## config.mk

```make
export PLATFORM = sky130hd
export DESIGN_NAME = axi4_lite_master
export DESIGN_NICKNAME = d
export VERILOG_FILES = /design/src/rtl/axi4_lite_pkg.sv /design/src/rtl/axi4_lite_master.sv
export SDC_FILE = /design/constraint.sdc
export NUM_CORES = 1
export LEC_CHECK = 0
export BUFFER_PORTS_ARGS = -buffer_cell sky130_fd_sc_hd__buf_2
export CAP_MARGIN = 40
export CORE_AREA = 2 2 103 105
export CTS_CLUSTER_SIZE = 28
export DETAILED_ROUTE_END_ITERATION = 16
export DIE_AREA = 0 0 105 107
export PLACE_DENSITY = 0.81
export SYNTH_ARGS = -nofsm -noshare
export SYNTH_HDL_FRONTEND = slang
export SYNTH_SLANG_ARGS = --single-unit
```

## constraint.sdc

```tcl
create_clock -name iCLK -period 4.1 [get_ports iCLK]
set_input_delay 0.205 -clock iCLK [delete_from_list [all_inputs] [get_ports iCLK]]
set_output_delay 0.205 -clock iCLK [all_outputs]
set_load 0.02 [all_outputs]
```

## src/rtl/axi4_lite_pkg.sv

```systemverilog
// rtl/axi4_lite_pkg.sv - shared AXI4-Lite response codes, FSM states and defaults
package axi4_lite_pkg;

    localparam logic [1:0] RESP_OKAY   = 2'b00;
    localparam logic [1:0] RESP_EXOKAY = 2'b01;
    localparam logic [1:0] RESP_SLVERR = 2'b10;
    localparam logic [1:0] RESP_DECERR = 2'b11;

    localparam logic [2:0] PROT_DEFAULT = 3'b000;

    typedef enum logic [2:0] {
        ST_IDLE    = 3'd0,
        ST_WR_AW_W = 3'd1,
        ST_WR_B    = 3'd2,
        ST_RD_AR   = 3'd3,
        ST_RD_R    = 3'd4
    } state_t;

endpackage

```

## src/rtl/axi4_lite_master.sv

```systemverilog
// rtl/axi4_lite_master.sv - single-outstanding AXI4-Lite master driven by write/read command strobes
//
// Ports:
//   iCLK, iRST             clock, synchronous active-high reset
//   iWR_REQ, iRD_REQ       command strobes, sampled only while idle (write wins)
//   iADDR, iWDATA, iWSTRB  command address, write data, byte strobes
//   iPROT                  protection bits for AWPROT/ARPROT
//   oBUSY, oDONE           transaction in flight / one-cycle completion pulse
//   oRDATA, oRESP          read data (held until next read) and BRESP/RRESP
//   m_AW*, m_W*, m_B*      write address, write data, write response channels
//   m_AR*, m_R*            read address and read data channels
module axi4_lite_master
    import axi4_lite_pkg::*;
#(
    parameter int ADDR_WIDTH = 32,
    parameter int DATA_WIDTH = 32
) (
    input  logic                      iCLK,
    input  logic                      iRST,
    input  logic                      iWR_REQ,
    input  logic                      iRD_REQ,
    input  logic [ADDR_WIDTH-1:0]     iADDR,
    input  logic [DATA_WIDTH-1:0]     iWDATA,
    input  logic [DATA_WIDTH/8-1:0]   iWSTRB,
    input  logic [2:0]                iPROT,
    output logic                      oBUSY,
    output logic                      oDONE,
    output logic [DATA_WIDTH-1:0]     oRDATA,
    output logic [1:0]                oRESP,
    output logic                      m_AWVALID,
    input  logic                      m_AWREADY,
    output logic [ADDR_WIDTH-1:0]     m_AWADDR,
    output logic [2:0]                m_AWPROT,
    output logic                      m_WVALID,
    input  logic                      m_WREADY,
    output logic [DATA_WIDTH-1:0]     m_WDATA,
    output logic [DATA_WIDTH/8-1:0]   m_WSTRB,
    input  logic                      m_BVALID,
    output logic                      m_BREADY,
    input  logic [1:0]                m_BRESP,
    output logic                      m_ARVALID,
    input  logic                      m_ARREADY,
    output logic [ADDR_WIDTH-1:0]     m_ARADDR,
    output logic [2:0]                m_ARPROT,
    input  logic                      m_RVALID,
    output logic                      m_RREADY,
    input  logic [DATA_WIDTH-1:0]     m_RDATA,
    input  logic [1:0]                m_RRESP
);

    state_t state;
    state_t state_next;

    // AW and W complete independently; these remember which one already has.
    logic aw_done;
    logic w_done;

    logic [ADDR_WIDTH-1:0]   addr_q;
    logic [DATA_WIDTH-1:0]   wdata_q;
    logic [DATA_WIDTH/8-1:0] wstrb_q;
    logic [2:0]              prot_q;

    logic aw_hs;
    logic w_hs;
    logic b_hs;
    logic ar_hs;
    logic r_hs;

    assign aw_hs = m_AWVALID && m_AWREADY;
    assign w_hs  = m_WVALID  && m_WREADY;
    assign b_hs  = m_BVALID  && m_BREADY;
    assign ar_hs = m_ARVALID && m_ARREADY;
    assign r_hs  = m_RVALID  && m_RREADY;

    always_ff @(posedge iCLK) begin
        if (iRST) begin
            state <= ST_IDLE;
        end else begin
            state <= state_next;
        end
    end

    always_comb begin
        state_next = state;
        case (state)
            ST_IDLE: begin
                if (iWR_REQ) begin
                    state_next = ST_WR_AW_W;
                end else if (iRD_REQ) begin
                    state_next = ST_RD_AR;
                end
            end
            ST_WR_AW_W: begin
                // Either handshake may land first, or both in the same cycle.
                if ((aw_done || aw_hs) && (w_done || w_hs)) begin
                    state_next = ST_WR_B;
                end
            end
            ST_WR_B: begin
                if (b_hs) begin
                    state_next = ST_IDLE;
                end
            end
            ST_RD_AR: begin
                if (ar_hs) begin
                    state_next = ST_RD_R;
                end
            end
            ST_RD_R: begin
                if (r_hs) begin
                    state_next = ST_IDLE;
                end
            end
            default: state_next = ST_IDLE;
        endcase
    end

    always_comb begin
        oBUSY     = (state != ST_IDLE);
        m_AWVALID = (state == ST_WR_AW_W) && !aw_done;
        m_WVALID  = (state == ST_WR_AW_W) && !w_done;
        m_BREADY  = (state == ST_WR_B);
        m_ARVALID = (state == ST_RD_AR);
        m_RREADY  = (state == ST_RD_R);
        m_AWADDR  = addr_q;
        m_ARADDR  = addr_q;
        m_AWPROT  = prot_q;
        m_ARPROT  = prot_q;
        m_WDATA   = wdata_q;
        m_WSTRB   = wstrb_q;
    end

    // Payload registers only load in IDLE, so they are stable while any VALID is high.
    always_ff @(posedge iCLK) begin
        if (iRST) begin
            aw_done <= 1'b0;
            w_done  <= 1'b0;
            addr_q  <= '0;
            wdata_q <= '0;
            wstrb_q <= '0;
            prot_q  <= PROT_DEFAULT;
            oDONE   <= 1'b0;
            oRDATA  <= '0;
            oRESP   <= RESP_OKAY;
        end else begin
            oDONE <= 1'b0;
            case (state)
                ST_IDLE: begin
                    aw_done <= 1'b0;
                    w_done  <= 1'b0;
                    if (iWR_REQ) begin
                        addr_q  <= iADDR;
                        wdata_q <= iWDATA;
                        wstrb_q <= iWSTRB;
                        prot_q  <= iPROT;
                    end else if (iRD_REQ) begin
                        addr_q <= iADDR;
                        prot_q <= iPROT;
                    end
                end
                ST_WR_AW_W: begin
                    if (aw_hs) begin
                        aw_done <= 1'b1;
                    end
                    if (w_hs) begin
                        w_done <= 1'b1;
                    end
                end
                ST_WR_B: begin
                    if (b_hs) begin
                        oRESP <= m_BRESP;
                        oDONE <= 1'b1;
                    end
                end
                ST_RD_R: begin
                    if (r_hs) begin
                        oRDATA <= m_RDATA;
                        oRESP  <= m_RRESP;
                        oDONE  <= 1'b1;
                    end
                end
                default: ;
            endcase
        end
    end

endmodule

```

; After elaboration in Yosys (flattened, before gate mapping)
; Cells that the tools add are included.
[word_totals]
in_bits = 116
out_inout_bits = 147
regBits = 111
wordCells = 66
[op_classes]
n_mux = 21
n_eq_ne = 11
n_reduce_logical = 24
[op_table]
columns = operator, count
row1 = 2-to-1 mux 32 bit, 2
row2 = 2-to-1 mux 3 bit, 8
row3 = one-hot mux 3 bit (5 select lines), 1
row4 = AND reduction 2 bit, 5
row5 = logical AND 1 bit, 8
row6 = "== test 3 x 2 -> 1 bit, second input constant", 2
row7 = "!= test 2 x 1 -> 1 bit, second input constant", 3
row8 = "!= test 2 bit, second input constant", 3
row9 = one-hot mux 1 bit (2 select lines), 3
row10 = nonzero test 2 bit, 3
row11 = AND reduction 5 bit, 1
row12 = 2-to-1 mux 1 bit, 4
row13 = 2-to-1 mux 2 bit, 2
row14 = one-hot mux 2 bit (2 select lines), 1
row15 = "== test 3 x 1 -> 1 bit, second input constant", 1
row16 = "== test 3 bit, second input constant", 1
row17 = zero test 3 bit, 1
row18 = "!= test 3 bit, second input constant", 1
row19 = AND reduction 3 bit, 1
row20 = nonzero test 3 bit, 1
row21 = zero test 1 bit, 2
row22 = logical OR 1 bit, 2

; Longest topological paths before layout
[depth]
ltp_word = 7
depth_mapped = 6
ltp_nobuf = 4

; Least setup slack after synthesis
; Ideal clock, no wire load.
[synth_timing]
path_kind = reg2reg
start = register state[2]
end = register wdata_q[10] (netlist: m_WDATA[10])
required_ns = 3.968
n_path_buf = 3
setup_slack_ns = 2.642
setup_time_ns = 0.132
arrival_time_ns = 1.326
stages_incl_launch_ff = 7
path_cell_list = dfxtp_1 > buf_6 > or4b_4 > buf_6 > buf_6 > nand2_1 > a21oi_1
[synth_between]
elab_chain_cells = 2
[synth_lines]
columns = element, line
row1 = start: declaration, axi4_lite_master.sv:51  ; state_t state;
row2 = start signal: assignment, axi4_lite_master.sv:79  ; state <= state_next;
row3 = zero test 3 bit, axi4_lite_master.sv:147  ; case (state)
row4 = AND reduction 2 bit (no line), n/a
row5 = end signal: assignment, axi4_lite_master.sv:153  ; wdata_q <= iWDATA;
row6 = end: declaration, axi4_lite_master.sv:59  ; logic [DATA_WIDTH-1:0] wdata_q;
; No other way between the ends.
; A chain may end at the register's enable or synchronous reset.

; Final worst setup path
[layout_timing]
start = register state[1]
end = output oBUSY
[layout_between]
elab_chain_cells = 1
[layout_lines]
columns = element, line
row1 = nonzero test 3 bit, axi4_lite_master.sv:119  ; oBUSY = (state != ST_IDLE);
row2 = end: declaration, axi4_lite_master.sv:26  ; output logic oBUSY,
; No other way between the ends.

==> run_summary.xml <==
<?xml version="1.0" encoding="UTF-8"?>
<metrics>
  <group name="power_and_ir_drop">
    <metric name="pwr_density_cell" unit="nW/um2">466</metric>
    <metric name="vdd.ir_drop.worst" unit="mV">0.179</metric>
    <metric name="power_leakage" unit="uW">0.00271</metric>
  </group>
  <group name="clock_tree">
    <metric name="ctsHoldBuffers" unit="">0</metric>
    <metric name="clock_insertion_delay_at_the_later_pin_of_the_skew_report" unit="ns">0.35</metric>
    <metric name="postCtsSetupBuffers" unit="">0</metric>
    <metric name="max-clock-path-buffers" unit="">2</metric>
    <metric name="cts_resized" unit="">0</metric>
    <metric name="clock_tree.htree_level_count" unit="">3</metric>
    <metric name="clk_pin_slew_worst_paths" unit="ns">0.10</metric>
    <metric name="cts.sink_count" unit="">111</metric>
    <metric name="cts_tree" unit="">built</metric>
    <metric name="cts-buffers-inserted" unit="">9</metric>
    <metric name="cts_root_buffer" unit="">sky130_fd_sc_hd__clkbuf_8</metric>
  </group>
  <group name="floorplanning">
    <metric name="ioPinCount" unit="">263</metric>
    <metric name="dieArea" unit="um2">11200</metric>
    <metric name="die_h" unit="um">107</metric>
    <metric name="num_rows" unit="">37</metric>
    <metric name="core_area" unit="um2">10100</metric>
    <metric name="die_w" unit="um">105</metric>
    <metric name="initial_utilization" unit="%">43.8</metric>
  </group>
  <group name="logic_synthesis">
    <metric name="post_synth_num_cell_types" unit="">30</metric>
    <metric name="synthesis.area" unit="um2">4420</metric>
    <metric name="synth-seq-cells" unit="">111</metric>
    <metric name="synth-warning-count" unit="">0</metric>
    <metric name="yosysSeqAreaShare" unit="%">50.3</metric>
    <metric name="syn_area_per_cell" unit="um2">8.14</metric>
    <metric name="synth_fp_nets" unit="">659</metric>
    <metric name="netlist_instances" unit="">543</metric>
  </group>
  <group name="grt">
    <metric name="antenna_found_initial" unit="">0</metric>
    <metric name="first_pass_grt_wire_length" unit="um">17100</metric>
    <metric name="via_count_of_the_first_global_routing_pass" unit="">3651</metric>
    <metric name="overflow" unit="">0</metric>
    <metric name="grt_use_total" unit="%">18.5</metric>
    <metric name="grt_max_degree" unit="">58</metric>
  </group>
  <group name="job">
    <metric name="cap_viol_max_count" unit="">0</metric>
  </group>
  <group name="cells_and_area">
    <metric name="antenna_cells" unit="">0</metric>
    <metric name="final_cell_count_no_fill" unit="">884</metric>
    <metric name="final_net_count" unit="">860</metric>
    <metric name="share_of_final_layout_standard_cells_stronger_than_drive_strength_1" unit="%">38.6</metric>
    <metric name="layout.core_utilization" unit="%">56.3</metric>
    <metric name="multiInputGateArea" unit="um2">1700</metric>
    <metric name="n_fill_cell" unit="">1023</metric>
    <metric name="layout.cells.most_common" unit="">sky130_fd_sc_hd__buf_2</metric>
    <metric name="area.sequential" unit="um2">2220</metric>
    <metric name="synthesis_to_finish_area_growth" unit="%">28.5</metric>
    <metric name="layout.cells.most_common_list" unit="">sky130_fd_sc_hd__buf_2 (261), sky130_fd_sc_hd__nand2_1 (138), sky130_fd_sc_hd__dfxtp_1 (111)</metric>
  </group>
  <group name="timing">
    <metric name="finalSetupViolations" unit="">0</metric>
    <metric name="worst_pin_slew" unit="ns">0.613</metric>
    <metric name="hold_viol_final" unit="">0</metric>
    <metric name="period_needed" unit="ns">2.10</metric>
    <metric name="max_clock_freq" unit="MHz">476</metric>
    <metric name="slew_viol_final" unit="">0</metric>
    <metric name="worst_clock_skew" unit="ns">0.00935</metric>
    <metric name="setup_tns" unit="ns">0</metric>
    <metric name="maxSlewHeadroom" unit="%">59.1</metric>
    <metric name="grt_setup_unrepaired" unit="">no</metric>
    <metric name="period_utilisation_layout" unit="%">51.3</metric>
  </group>
  <group name="detailed_routing">
    <metric name="post_drt_via_cell_ratio" unit="">4.81</metric>
    <metric name="drt_iter0_drc" unit="">164</metric>
    <metric name="detailroute.wirelength.met3" unit="um">835</metric>
    <metric name="detailroute.wirelength.met2" unit="um">5650</metric>
    <metric name="wire_per_inst" unit="um">12.9</metric>
    <metric name="drt_wl_total" unit="um">11400</metric>
    <metric name="m1WireLength" unit="um">4760</metric>
    <metric name="highest_signal_layer" unit="">met4</metric>
    <metric name="antenna_violating_nets_post_route" unit="">0</metric>
    <metric name="drc_errors" unit="">0</metric>
    <metric name="dr_total_vias" unit="">4249</metric>
    <metric name="first_pass_iters" unit="">6</metric>
  </group>
  <group name="setup_path">
    <metric name="critical_path_peak_fanout" unit="">37</metric>
    <metric name="reg2reg_to" unit="">m_ARADDR[24]</metric>
    <metric name="crit_required" unit="ns">3.89</metric>
    <metric name="reg2regPathDepth" unit="">4</metric>
    <metric name="critPathCapture" unit="">oBUSY</metric>
    <metric name="worst_setup_startpoint" unit="">state[1]</metric>
    <metric name="timing.rr.start" unit="">state[1]</metric>
    <metric name="critical_path_arrival" unit="ns">1.90</metric>
    <metric name="start_kind" unit="">register</metric>
    <metric name="setup.reg_to_reg.worst_slack" unit="ns">2.39</metric>
    <metric name="setup.worst_path.end_class" unit="">primary output</metric>
    <metric name="path_class" unit="">reg -&gt; out</metric>
  </group>
  <group name="status">
    <metric name="run_status" unit="">completed</metric>
  </group>
  <group name="worst_hold_path">
    <metric name="worst_hold_path_type" unit="">in -&gt; reg</metric>
  </group>
  <group name="place">
    <metric name="numPortBuffers" unit="">262</metric>
    <metric name="gp_routability_congestion" unit="">0.756</metric>
    <metric name="dpl.hpwl" unit="um">8000</metric>
    <metric name="dp.cells" unit="">869</metric>
  </group>
</metrics>
-- synth_stat cells --
master,number,area [um2]
sky130_fd_sc_hd__nor4bb_1,2,20.0
sky130_fd_sc_hd__buf_2,9,45.0
sky130_fd_sc_hd__nor2b_1,1,6.26
sky130_fd_sc_hd__inv_1,1,3.75
sky130_fd_sc_hd__nand4bb_1,1,11.3
sky130_fd_sc_hd__o21ai_1,20,100
sky130_fd_sc_hd__buf_6,9,101
sky130_fd_sc_hd__inv_2,1,3.75
sky130_fd_sc_hd__nor3_1,3,15.0
sky130_fd_sc_hd__clkbuf_1,26,97.6
sky130_fd_sc_hd__a21oi_1,108,541
sky130_fd_sc_hd__or4b_4,1,13.8
sky130_fd_sc_hd__and2_1,1,6.26
sky130_fd_sc_hd__and3b_1,1,8.76
sky130_fd_sc_hd__mux2i_1,5,50.1
sky130_fd_sc_hd__a32o_1,1,10.0
sky130_fd_sc_hd__o21ai_0,15,75.1
sky130_fd_sc_hd__nor2_1,7,26.3
sky130_fd_sc_hd__dfxtp_1,111,2220
sky130_fd_sc_hd__buf_4,35,263
sky130_fd_sc_hd__or2_1,2,12.5
sky130_fd_sc_hd__o31ai_1,2,15.0
sky130_fd_sc_hd__o32ai_1,1,8.76
sky130_fd_sc_hd__nor3b_2,1,12.5
sky130_fd_sc_hd__nand2b_1,3,18.8
sky130_fd_sc_hd__nand3_1,35,175
sky130_fd_sc_hd__nand2_1,138,518
sky130_fd_sc_hd__o22ai_1,1,6.26
sky130_fd_sc_hd__nor4b_4,1,23.8
sky130_fd_sc_hd__o21bai_1,1,7.51
-- through the flow --
step / area, um2 / worst slack, ns / hold WS (ns) / power (uW)
5_1_grt: 5680 / 1.84 / 0.0486 / 2790
4_1_cts: 5680 / 1.97 / 0.0524 / 2670
2_1_floorplan: 4420 / 2.64 / 0.341 / 1890
6_report: 5680 / 2.00 / 0.0750 / 2650
3_3_place_gp: 5460 / 2.40 / 0.438 / 2060
3_5_place_dp: 5500 / 2.39 / 0.443 / 2080
-- cell families (layout without fill, tap and decap cells) --
family	Yosys count	in the layout	share of synthesized area, %
simple gates	197	197	19.7
compound gates	149	149	17.3
flops	111	111	50.3
buf+inv	81	286	11.6
mux	5	5	1.13
-- critical path, stage by stage (launching register included) --
cell and delay, ns:
sky130_fd_sc_hd__dfxtp_1 0.70, sky130_fd_sc_hd__nor3_2 0.11, sky130_fd_sc_hd__inv_2 0.45, sky130_fd_sc_hd__buf_2 0.27
-- how the worst min path moves through the flow --
stage	startpoint	endpoint	slack (ns)	depth (start not counted)
final	iWDATA[13]	m_WDATA[13]	0.07	3
after global routing	m_RDATA[1]	oRDATA[1]	0.05	3
after CTS	iWSTRB[0]	m_WSTRB[0]	0.05	3
after detailed placement	m_WDATA[12]	m_WDATA[12]	0.44	2
after global placement	oRDATA[16]	oRDATA[16]	0.44	2
after floorplan	iWDATA[0]	m_WDATA[0]	0.34	2
-- routing by layer --
| layer | GRT usage [%] | vias up |
|---|---|---|
| met1 | 21.8 | 1901 |
| met3 | 5.05 | 15 |
| met5 | 0 | - |
| li1 | - | 2170 |
| met4 | 7.33 | 0 |
| met2 | 32.2 | 163 |
-- where the power goes --
part	internal, uW	switching, uW
Combinational	265	517
Sequential	1190	83.0
Clock	254	344
Total	1700	944
-- sequential cells by signal, summed over array words and instances (netlist names) --
signal	count
oDONE	1
w_done	1
m_ARPROT	3
state	3
m_WDATA	32
m_WSTRB	4
aw_done	1
oRDATA	32
m_ARADDR	32
oRESP	2
-- area by class of cell --
type	instances	area share (%)
clock buffers	13	2.80
clock inverters	2	0.286
well taps	136	3.00
repair buffers	269	24.6
multi-input cells	351	30.0
inverters	2	0.132
flip-flops and latches	111	39.1
No activity file was read; power rests on OpenSTA's default activity.
